<file path="config.mk">
export PLATFORM = sky130hd
export DESIGN_NAME = mem_arbiter_flat
export DESIGN_NICKNAME = d
export VERILOG_FILES = /design/src/rtl/mem_arbiter_if.sv /design/src/rtl/mem_arbiter.sv /design/src/flat_wrapper.sv
export SDC_FILE = /design/constraint.sdc
export NUM_CORES = 1
export LEC_CHECK = 0
export CAP_MARGIN = 30
export CORE_MARGIN = 2
export CORE_UTILIZATION = 38
export DETAILED_ROUTE_END_ITERATION = 10
export HOLD_SLACK_MARGIN = 0.05
export MAX_ROUTING_LAYER = met4
export PLACE_DENSITY = 0.77
export SLEW_MARGIN = 0
export SYNTH_ARGS = -nofsm -noshare
export SYNTH_HDL_FRONTEND = slang
export SYNTH_SLANG_ARGS = --single-unit
</file>
<file path="constraint.sdc">
create_clock -name clk -period 1.84 [get_ports clk]
set_clock_uncertainty 0.2 [all_clocks]
set_input_delay 0.368 -clock clk [delete_from_list [all_inputs] [get_ports clk]]
set_output_delay 0.368 -clock clk [all_outputs]
set_load 0.01 [all_outputs]
</file>
<file path="src/rtl/mem_arbiter_if.sv">
// Bus bundle between the two requesters (CPU and host), the arbiter and
// the single shared memory port.
interface mem_arbiter_if #(
  parameter int AW = 16,
  parameter int DW = 8
);
  // Operating mode of the CPU: 00 idle, 01 IN, 10 CHECK, 11 RUN
  logic [1:0]    mode;

  // CPU requester
  logic          cpu_req;
  logic          cpu_we;
  logic [AW-1:0] cpu_addr;
  logic [DW-1:0] cpu_wdata;
  logic          cpu_ack;
  logic [DW-1:0] cpu_rdata;

  // Host loader/checker requester
  logic          host_req;
  logic          host_we;
  logic [AW-1:0] host_addr;
  logic [DW-1:0] host_wdata;
  logic          host_ack;
  logic [DW-1:0] host_rdata;

  // Shared memory port
  logic          mem_read;
  logic          mem_write;
  logic [AW-1:0] mem_addr;
  logic [DW-1:0] mem_wdata;
  logic [DW-1:0] mem_rdata;

  // Arbitration status
  logic [1:0]    grant;
  logic          busy;

  // Environment side: requesters and memory
  modport master (
    output mode,
    output cpu_req, cpu_we, cpu_addr, cpu_wdata,
    input  cpu_ack, cpu_rdata,
    output host_req, host_we, host_addr, host_wdata,
    input  host_ack, host_rdata,
    input  mem_read, mem_write, mem_addr, mem_wdata,
    output mem_rdata,
    input  grant, busy
  );

  // Arbiter side
  modport slave (
    input  mode,
    input  cpu_req, cpu_we, cpu_addr, cpu_wdata,
    output cpu_ack, cpu_rdata,
    input  host_req, host_we, host_addr, host_wdata,
    output host_ack, host_rdata,
    output mem_read, mem_write, mem_addr, mem_wdata,
    input  mem_rdata,
    output grant, busy
  );
endinterface

</file>
<file path="src/rtl/mem_arbiter.sv">
// Two-requester memory arbiter: a CPU and a host share one memory port.
// Each access runs IDLE -> ACCESS (WAIT cycles) -> ACK (1 cycle) -> IDLE.
// In RUN mode the CPU has priority but the host is guaranteed a slot after
// FAIR back-to-back CPU grants; in IN/CHECK modes only the host is served.
module mem_arbiter #(
  parameter int AW   = 16,
  parameter int DW   = 8,
  parameter int WAIT = 2,   // access cycles, 1..15
  parameter int FAIR = 4    // max consecutive CPU grants while host waits
) (
  input logic         clk,
  input logic         reset,
  mem_arbiter_if.slave bus
);

  localparam int FW = (FAIR < 1) ? 1 : $clog2(FAIR + 1);

  localparam logic [1:0] GRANT_NONE = 2'b00;
  localparam logic [1:0] GRANT_CPU  = 2'b01;
  localparam logic [1:0] GRANT_HOST = 2'b10;
  localparam logic [1:0] MODE_IDLE  = 2'b00;
  localparam logic [1:0] MODE_RUN   = 2'b11;

  typedef enum logic [1:0] {
    IDLE   = 2'b00,
    ACCESS = 2'b01,
    ACK    = 2'b10
  } state_t;

  state_t        state_reg;
  logic [1:0]    grant_reg;
  logic          we_reg;
  logic [AW-1:0] addr_reg;
  logic [DW-1:0] wdata_reg;
  logic [3:0]    wait_cnt_reg;
  logic [FW-1:0] fair_cnt_reg;
  logic [DW-1:0] cpu_rdata_reg;
  logic [DW-1:0] host_rdata_reg;
  logic          cpu_ack_reg;
  logic          host_ack_reg;
  logic          mem_read_reg;
  logic          mem_write_reg;

  logic cpu_win;
  logic host_win;
  logic host_starved;

  // Decide which requester would win if arbitration happened this cycle
  always_comb begin
    host_starved = bus.host_req && (fair_cnt_reg >= FW'(FAIR));
    cpu_win      = (bus.mode == MODE_RUN) && bus.cpu_req && !host_starved;
    host_win     = !cpu_win && bus.host_req && (bus.mode != MODE_IDLE);
  end

  // Arbitration FSM with registered memory strobes, acks and read data
  always_ff @(posedge clk or negedge reset) begin
    if (!reset) begin
      state_reg      <= IDLE;
      grant_reg      <= GRANT_NONE;
      we_reg         <= 1'b0;
      addr_reg       <= '0;
      wdata_reg      <= '0;
      wait_cnt_reg   <= '0;
      fair_cnt_reg   <= '0;
      cpu_rdata_reg  <= '0;
      host_rdata_reg <= '0;
      cpu_ack_reg    <= 1'b0;
      host_ack_reg   <= 1'b0;
      mem_read_reg   <= 1'b0;
      mem_write_reg  <= 1'b0;
    end else begin
      case (state_reg)
        IDLE: begin
          // A host that is not waiting resets the starvation count
          if (!bus.host_req) begin
            fair_cnt_reg <= '0;
          end
          if (cpu_win) begin
            state_reg     <= ACCESS;
            grant_reg     <= GRANT_CPU;
            we_reg        <= bus.cpu_we;
            addr_reg      <= bus.cpu_addr;
            wdata_reg     <= bus.cpu_wdata;
            mem_read_reg  <= ~bus.cpu_we;
            mem_write_reg <= bus.cpu_we;
            wait_cnt_reg  <= 4'(WAIT - 1);
            fair_cnt_reg  <= bus.host_req ? fair_cnt_reg + FW'(1) : '0;
          end else if (host_win) begin
            state_reg     <= ACCESS;
            grant_reg     <= GRANT_HOST;
            we_reg        <= bus.host_we;
            addr_reg      <= bus.host_addr;
            wdata_reg     <= bus.host_wdata;
            mem_read_reg  <= ~bus.host_we;
            mem_write_reg <= bus.host_we;
            wait_cnt_reg  <= 4'(WAIT - 1);
            fair_cnt_reg  <= '0;
          end else begin
            grant_reg <= GRANT_NONE;
          end
        end

        ACCESS: begin
          if (wait_cnt_reg == 4'd0) begin
            // Last access cycle: sample read data and raise the owner's ack
            state_reg     <= ACK;
            mem_read_reg  <= 1'b0;
            mem_write_reg <= 1'b0;
            if (grant_reg == GRANT_CPU) begin
              cpu_ack_reg <= 1'b1;
              if (!we_reg) begin
                cpu_rdata_reg <= bus.mem_rdata;
              end
            end else begin
              host_ack_reg <= 1'b1;
              if (!we_reg) begin
                host_rdata_reg <= bus.mem_rdata;
              end
            end
          end else begin
            wait_cnt_reg <= wait_cnt_reg - 4'd1;
          end
        end

        ACK: begin
          state_reg    <= IDLE;
          grant_reg    <= GRANT_NONE;
          cpu_ack_reg  <= 1'b0;
          host_ack_reg <= 1'b0;
        end

        default: begin
          state_reg     <= IDLE;
          grant_reg     <= GRANT_NONE;
          cpu_ack_reg   <= 1'b0;
          host_ack_reg  <= 1'b0;
          mem_read_reg  <= 1'b0;
          mem_write_reg <= 1'b0;
        end
      endcase
    end
  end

  assign bus.grant      = grant_reg;
  assign bus.busy       = (state_reg != IDLE);
  assign bus.mem_read   = mem_read_reg;
  assign bus.mem_write  = mem_write_reg;
  assign bus.mem_addr   = addr_reg;
  assign bus.mem_wdata  = wdata_reg;
  assign bus.cpu_ack    = cpu_ack_reg;
  assign bus.cpu_rdata  = cpu_rdata_reg;
  assign bus.host_ack   = host_ack_reg;
  assign bus.host_rdata = host_rdata_reg;

endmodule

</file>
<file path="src/flat_wrapper.sv">
// flat-port wrapper written by rule: the top's interface ports become plain ports
module mem_arbiter_flat 
#(
  parameter int AW   = 16,
  parameter int DW   = 8,
  parameter int WAIT = 2,                          
  parameter int FAIR = 4                                                  
)
  (clk, reset, bus_mode, bus_cpu_req, bus_cpu_we, bus_cpu_addr, bus_cpu_wdata, bus_cpu_ack, bus_cpu_rdata, bus_host_req, bus_host_we, bus_host_addr, bus_host_wdata, bus_host_ack, bus_host_rdata, bus_mem_read, bus_mem_write, bus_mem_addr, bus_mem_wdata, bus_mem_rdata, bus_grant, bus_busy);
  mem_arbiter_if #(.AW(AW), .DW(DW)) bus_i ();
  input logic clk;
  input logic reset;
  input wire logic [$bits(bus_i.mode)-1:0] bus_mode;
  input wire logic [$bits(bus_i.cpu_req)-1:0] bus_cpu_req;
  input wire logic [$bits(bus_i.cpu_we)-1:0] bus_cpu_we;
  input wire logic [$bits(bus_i.cpu_addr)-1:0] bus_cpu_addr;
  input wire logic [$bits(bus_i.cpu_wdata)-1:0] bus_cpu_wdata;
  output wire logic [$bits(bus_i.cpu_ack)-1:0] bus_cpu_ack;
  output wire logic [$bits(bus_i.cpu_rdata)-1:0] bus_cpu_rdata;
  input wire logic [$bits(bus_i.host_req)-1:0] bus_host_req;
  input wire logic [$bits(bus_i.host_we)-1:0] bus_host_we;
  input wire logic [$bits(bus_i.host_addr)-1:0] bus_host_addr;
  input wire logic [$bits(bus_i.host_wdata)-1:0] bus_host_wdata;
  output wire logic [$bits(bus_i.host_ack)-1:0] bus_host_ack;
  output wire logic [$bits(bus_i.host_rdata)-1:0] bus_host_rdata;
  output wire logic [$bits(bus_i.mem_read)-1:0] bus_mem_read;
  output wire logic [$bits(bus_i.mem_write)-1:0] bus_mem_write;
  output wire logic [$bits(bus_i.mem_addr)-1:0] bus_mem_addr;
  output wire logic [$bits(bus_i.mem_wdata)-1:0] bus_mem_wdata;
  input wire logic [$bits(bus_i.mem_rdata)-1:0] bus_mem_rdata;
  output wire logic [$bits(bus_i.grant)-1:0] bus_grant;
  output wire logic [$bits(bus_i.busy)-1:0] bus_busy;
  assign bus_i.mode = bus_mode;
  assign bus_i.cpu_req = bus_cpu_req;
  assign bus_i.cpu_we = bus_cpu_we;
  assign bus_i.cpu_addr = bus_cpu_addr;
  assign bus_i.cpu_wdata = bus_cpu_wdata;
  assign bus_cpu_ack = bus_i.cpu_ack;
  assign bus_cpu_rdata = bus_i.cpu_rdata;
  assign bus_i.host_req = bus_host_req;
  assign bus_i.host_we = bus_host_we;
  assign bus_i.host_addr = bus_host_addr;
  assign bus_i.host_wdata = bus_host_wdata;
  assign bus_host_ack = bus_i.host_ack;
  assign bus_host_rdata = bus_i.host_rdata;
  assign bus_mem_read = bus_i.mem_read;
  assign bus_mem_write = bus_i.mem_write;
  assign bus_mem_addr = bus_i.mem_addr;
  assign bus_mem_wdata = bus_i.mem_wdata;
  assign bus_i.mem_rdata = bus_mem_rdata;
  assign bus_grant = bus_i.grant;
  assign bus_busy = bus_i.busy;
  mem_arbiter #(.AW(AW), .DW(DW), .WAIT(WAIT), .FAIR(FAIR)) u_core (.clk(clk), .reset(reset), .bus(bus_i));
endmodule
</file>
==> results.md <==
* GRT Total Usage at 0.170
* Area growth, synth to finish at 61.7%
* Commonest cells after routing, fill and taps aside: clkdlybuf4s50_1, dfrtp_1, nand2_1, mux2i_1, o21ai_0
* Cell Chain, Critical Path: inv_2, ha_4, nor3b_4, nor3b_4, nand2_4, mux2_4
* Number of global-route vias before repair at between 2000 and 2500
* Layout cells sized above 1 at 0.173
* Post-synth top flop: dfrtp_1
* Warnings from Yosys at 0
* Final worst path period need at between 1.5 and 2 ns
* Worst slack at placement at -0.250 ns
* Synthesized net count at 288
* Syn avg cell area at around 11 um^2
* Max Used Layer: met4
* Max transition margin at 0.808
* Metal1 wirelength at 2540 um
* Crit path largest cell delay at ~0.39 ns
* Mapped Cells at 221
* Slew @ Worst Pin at around 0.28 ns
* Via count at a little over 2000
* Top Ports at 111
* Crit end category: flip-flop
* Final Cycle Share at 1.02
* Chip height at roughly 85 um
* Total global routing overflow at 0
* Initial DRC count at 82
* Max reg flops at 16
* Most common cell after layout, fill and taps aside: clkdlybuf4s50_1
* Number of port buffers at 110
* H-Tree Depth at 2
* Cell Area, Synth at approximately 2500 um^2
* Peak supply drop at between 0.8 and 0.9 mV
* Violated checks: negative setup slack
* Clk root buf: clkbuf_8
* Critical Path Fanout Max at 8
* Most used cell, CP: nor3b_4
* Final Instance Area at a little over 4000 um^2
* HPWL Detailed at between 4000 and 5000 um
* Register area at between 1000 and 1500 um^2
* CP required at approximately 1.8 ns
* # setup viols final at 7
* Yosys cell types at 32
* CTS tree: yes
* Synthesized flop and latch total at 56
* # fillers at 522
* Detailed Routing Iterations Pass 1 at 4
* GP Congestion at roughly 0.74
* Slowest cell on the critical path: dfrtp_1
* CTS Buffer Depth at 2
* Clock Sinks at 56
* Post-synth EDFFs at 0
* Yosys top cell area share at 0.560
* Area of the multi-input gates at ~1100 um^2
* RSZ-0062 raised after global routing: yes
* Starting density of the core at 0.394
* Inserted Diodes at 0
* Core Rows at 29
* Initial antenna violation count at 0
* Buffers and inverters on the worst path at 1
* Pwr Density at around 1400 nW/um^2
* Routed wl met3 at 438 um
* Clk pin slew, worst setup/hold paths at roughly 0.090 ns
* CORE AREA at between 6000 and 7000 um^2
* Worst Setup Path Type: reg2reg
* Clk Latency, worst-skew pair at 0.30 ns
* Crit-path leading delay family: simple AND/OR/NAND/NOR gates
* Final WL at roughly 6000 um
* Largest net degree at the start of global routing at between 50 and 60
* Die span in x at approximately 85 um
* First-pass GRT wire length at about 9600 um
* Leakage at approximately 2 nW
* HP Class: reg2reg
* Most area-consuming cells after synthesis: dfrtp_1, mux2i_1, mux2_2
* Die ar. at roughly 7300 um^2
* Slew Viols, Final at 0
* CP startpoint kind: flip-flop
* Post-Place Cell Area at about 3800 um^2
* Final WS setup at -0.0317 ns
* Area leader, netlist: dfrtp_1
* Post-route ant nets at 0
* Final net count at between 400 and 500
* Sequential area share after synthesis at 0.560
* DRC viols at 0
* CP Data Arrival Time at about 1.9 ns
* WL/cell at 13.7 um
* Vias per Instance at between 4 and 5
* Final hold vios at 0
* Fmax at around 530 MHz
* Metal2 WL at 2800 um
* Asr flop ratio synth at 1.00
* CTS buffer count at 5
* Status: finished with violations
* Maximum Capacitance Violations at 0
-- where the power goes --
group | switching (W) | internal (W) | total [W] | leakage [nW]
clock | 0.000378 | 0.000404 | 0.000783 | 0.0552
sequential | 0.000321 | 0.00178 | 0.00210 | 0.690
combinational | 0.00114 | 0.00164 | 0.00278 | 1.27
total | 0.00184 | 0.00382 | 0.00567 | 2.02
-- repair_timing --
item                       in CTS  in global routing
cloned                          0                  1
resized for setup              13                 11
pin swaps                       2                  1
hold endpoints to repair       56                  0
setup endpoints to repair      18                 46
hold buffers                    1                  0
setup buffers                   4                  2
-- Yosys cell counts, drive strengths merged, types with 4 or more instances --
| master | n |
|---|---|
| mux2i | 26 |
| mux2 | 17 |
| a21oi | 6 |
| buf | 9 |
| nor2 | 9 |
| nand2 | 32 |
| inv | 4 |
| a21o | 4 |
| o21ai | 29 |
| nand3 | 4 |
| dfrtp | 56 |
-- worst min-delay path: cells and delay by family (launching register included) --
kind | cells | cell delay, ns
flip-flops | 1 | 0.35
AND/OR/NAND/NOR | 1 | 0.04
AO/OA/AOI/OAI | 1 | 0.06
-- kinds of logic after synthesis --
family | share of synthesized area
AO/OA/AOI/OAI | 0.0985
multiplexers | 0.180
adder cells (fa/ha/maj) | 0.0150
buffers and inverters | 0.0280
flip-flops | 0.560
AND/OR/NAND/NOR | 0.118
-- per-layer routing --
metal,vias up,global-route usage
met3,7,0.0399
met4,0,0.0563
met2,83,0.273
met5,-,-
met1,920,0.214
li1,1025,-
-- final cells by class --
class	instances	share of cell area
flip-flops and latches	56	0.346
well taps	77	0.0238
inverters	4	0.00371
multi-input cells	150	0.264
clock inverters	2	0.00866
clock buffers	6	0.0179
repair buffers	134	0.335
-- worst paths after layout --
kind | start | endpoint | slack, ns | depth (start not counted)
max in group asynchronous | reset | u_core.bus.mem_addr[8]$_DFFE_PN0P_ | 0.82 | 3
worst max-delay path | u_core.wait_cnt_reg[0]$_DFFE_PN0P_ | u_core.bus.cpu_rdata[7]$_DFFE_PN0P_ | -0.03 | 6
min in group asynchronous | reset | u_core.bus.grant[1]$_DFFE_PN0N_ | 0.37 | 3
worst max register to register | u_core.wait_cnt_reg[0]$_DFFE_PN0P_ | u_core.bus.cpu_rdata[7]$_DFFE_PN0P_ | -0.03 | 6
worst min-delay path | u_core.bus.mem_addr[6]$_DFFE_PN0P_ | u_core.bus.mem_addr[6]$_DFFE_PN0P_ | 0.28 | 2
worst min register to register | u_core.bus.mem_addr[6]$_DFFE_PN0P_ | u_core.bus.mem_addr[6]$_DFFE_PN0P_ | 0.28 | 2
-- through the flow --
stage | utilization | hold WS [ns] | power [W] | instances | TNS, ns
2_1_floorplan | - | -0.128 | 0.00327 | 221 | -0.917
3_3_place_gp | 0.601 | 0.188 | 0.00474 | 414 | -5.64
3_5_place_dp | 0.601 | 0.188 | 0.00483 | 414 | -7.04
4_1_cts | 0.630 | 0.291 | 0.00574 | 427 | -0.0892
5_1_grt | 0.637 | 0.309 | 0.00608 | 429 | -1.79
6_report | 0.637 | 0.282 | 0.00567 | 429 | -0.0985
(Power assumes the default switching activity.)
==> patch, RTL diff (same flow settings) <==
Encoding of `state_t`: now one-hot (3 bits for 3 states).
--- a/src/rtl/mem_arbiter.sv
+++ b/src/rtl/mem_arbiter.sv
@@ -23,6 +23,6 @@
 
-  typedef enum logic [1:0] {
-    IDLE   = 2'b00,
-    ACCESS = 2'b01,
-    ACK    = 2'b10
+  typedef enum logic [2:0] {
+    IDLE   = 3'b001,
+    ACCESS = 3'b010,
+    ACK    = 3'b100
   } state_t;
Formal check against the unedited RTL: no difference found for any inputs over 10 cycles, from zero or initial values and one cycle with reset low; not proved beyond that.
==> patch against the original RTL <==
  * The flow still finishes with violations (negative setup slack)
  * Non-clock buffer count increased by 15
  * Setup slack got worse by 150 ps
  * Routed wire length increased by 15%
  * Cell area increased by 11%
  * Critical path depth increased by 1
  * Highest routed layer unchanged
  * First-iteration DRC count decreased by 16%
  * Total power increased by 12%
  * Critical path type unchanged
  * Synthesized area increased by 3.9%
  * Count of clock-buffer cells in the layout increased by 5
  * Sequential cell count increased by 1
  * Die area increased by 3.8%
==> patch: results (changes against the original RTL) <==
* Hold crit path type: register to register
* H-tree depth at 3 (+1)
* Status: finished with violations
* 1st-iter DRT viols at 69 (-16%)
* Top layer reached by signal wires: met4
* Pleak at 0.00217 uW (+7.7%)
* Final setup margin at -185 ps (-153 ps)
* CP max FO at 8 (unchanged)
* Crit path arrival time at 2020 ps (+150 ps)
* Top post-synthesis cells by area: dfrtp_1, mux2i_1, mux2_4
* Antenna diodes at 0 (unchanged)
* Failing checks: negative setup slack
* Final Non-Filler Cells at 451 (+5.1%)
* Clock-pin transition on the worst setup and hold timing paths at 60 ps (-30 ps)
* Num CTS Buffers at 9 (+4)
* Post-DP HPWL at 4640 um (+7.8%)
* Distinct cells, synth at 33 (+3.1%)
* Nets at 435 (+4.1%)
* Vias in the first global route at 2240 (+6.6%)
* Root Buffer: clkbuf_8
* Largest net degree at the start of global routing at 31 (-46%)
* All-Layer GR Usage at 18.2% (+1.2 points)
* IO buf count at 110 (unchanged)
* Met1 usage in global routing at 22.1% (+0.71 points)
* Metal-1 WL at 2910 um (+15%)
* Met2 usage in global routing at 29.8% (+2.5 points)
* Max clock buf depth at 2 (unchanged)
* Seq/Total Area, Yosys at 54.9% (-1.1 points)
* Synth Flop Type: dfrtp_1
* Vias per cell at 4.88 (+3.0%)
* Peak supply drop at 0.820 mV (-5.9%)
* Dpl cells at 426 (+2.9%)
* Met3 WL at 306 um (-30%)
* Syn_nets at 286 (-0.69%)
* Clock Latency Late Sink at 320 ps (+20 ps)
* First-pass GRT wire length at 10400 um (+8.3%)
* Worst slew margin at 68.9% (-12 points)
* Max reg flops at 16 (unchanged)
* Post-synth top cells: dfrtp_1, nor2_1, a21oi_1, mux2i_1, mux2_4
* Routed met2 length at 3410 um (+22%)
* Antenna violations before repair at 0 (unchanged)
* FFs w/ async S/R, synth at 100% (unchanged)
* Final setup fails at 16 (+9)
* Yosys warnings at 0 (unchanged)
* Layout cells sized above 1 at 23.7% (+6.4 points)
* GP Congestion at 0.820 (+11%)
* Cells after synthesis at 219 (-0.90%)
* M3 GR Usage at 4.48% (+0.49 points)
* First-pass DRT Iterations at 4 (unchanged)
* WL/cell at 14.9 um (+9.0%)
[patch: changes by cell type after synthesis, moves of 14 or more]
| cell | unedited run | this run |
|---|---|---|
| mux2_4 | 0 | 16 |
| nand2_1 | 30 | 5 |
| nor2_1 | 9 | 31 |
| a21oi_1 | 6 | 28 |
| o21ai_0 | 28 | 3 |
| mux2_2 | 14 | 0 |
[patch: cell type report]
class / count / area (um2)
fill: 494 / 2240
tap: 80 / 100
clock inverter: 3 / 65.1
multi-input combinational: 144 / 1160
inverter: 7 / 26.3
timing repair buffer: 149 / 1550
sequential: 57 / 1430
clock buffer: 11 / 151
[patch: kinds of logic (layout without fill, tap and decap cells)]
group	count (synthesis)	in the layout	synth area share, %
AOI/OAI and AO/OA	46	46	10.5
xor gates and xnor gates	1	1	0.337
adders and majority gates	3	3	1.44
buffers and inverters	18	170	3.94
DFF	57	57	54.9
muxes	41	41	18.8
and+or+nand+nor	53	53	10.1
[patch: path summary, 6_finish.rpt]
| kind | depth (start not counted) | end | startpoint |
|---|---|---|---|
| max | 7 | u_core.bus.host_rdata[3]$_DFFE_PN0P_ | u_core.wait_cnt_reg[0]$_DFFE_PN0P_ |
| min | 1 | u_core.bus.mem_write$_DFFE_PN0P_ | u_core.bus.mem_write$_DFFE_PN0P_ |
| max reg2reg | 7 | u_core.bus.host_rdata[3]$_DFFE_PN0P_ | u_core.wait_cnt_reg[0]$_DFFE_PN0P_ |
| min reg2reg | 1 | u_core.bus.mem_write$_DFFE_PN0P_ | u_core.bus.mem_write$_DFFE_PN0P_ |
| max in group asynchronous | 3 | u_core.bus.mem_addr[2]$_DFFE_PN0P_ | reset |
| min in group asynchronous | 2 | u_core.fair_cnt_reg[0]$_DFFE_PN0P_ | reset |
[patch: repair_timing]
action	CTS	global route
hold endpoints to repair	16	0
hold buffers	1	0
endpoints found under the setup margin	45	46
setup buffers	8	0
gates resized for setup	19	22
pin swaps	1	2
gates cloned	2	2
[patch: worst max-delay path, stage by stage, from the launching register on]
cell and delay, ps:
dfrtp_1 390, inv_2 90, ha_4 130, nor3b_4 200, nand2_2 100, or3_1 330
buf_6 170, mux2_4 300
[patch: stage by stage]
step	setup TNS, ps	worst slack, ps	hold WS [ps]	cell area [um2]
finish	-2580	-185	301	4480
global route	-3460	-231	320	4480
CTS	-2250	-152	313	4360
detailed placement	-11410	-291	143	3980
global placement	-8640	-210	138	3980
floorplan	-1650	-103	-128	2600
[patch: power by group]
group	internal (uW)	switching (uW)	total [uW]
clock network	819	448	1270
registers	1740	311	2050
logic	1810	1240	3050
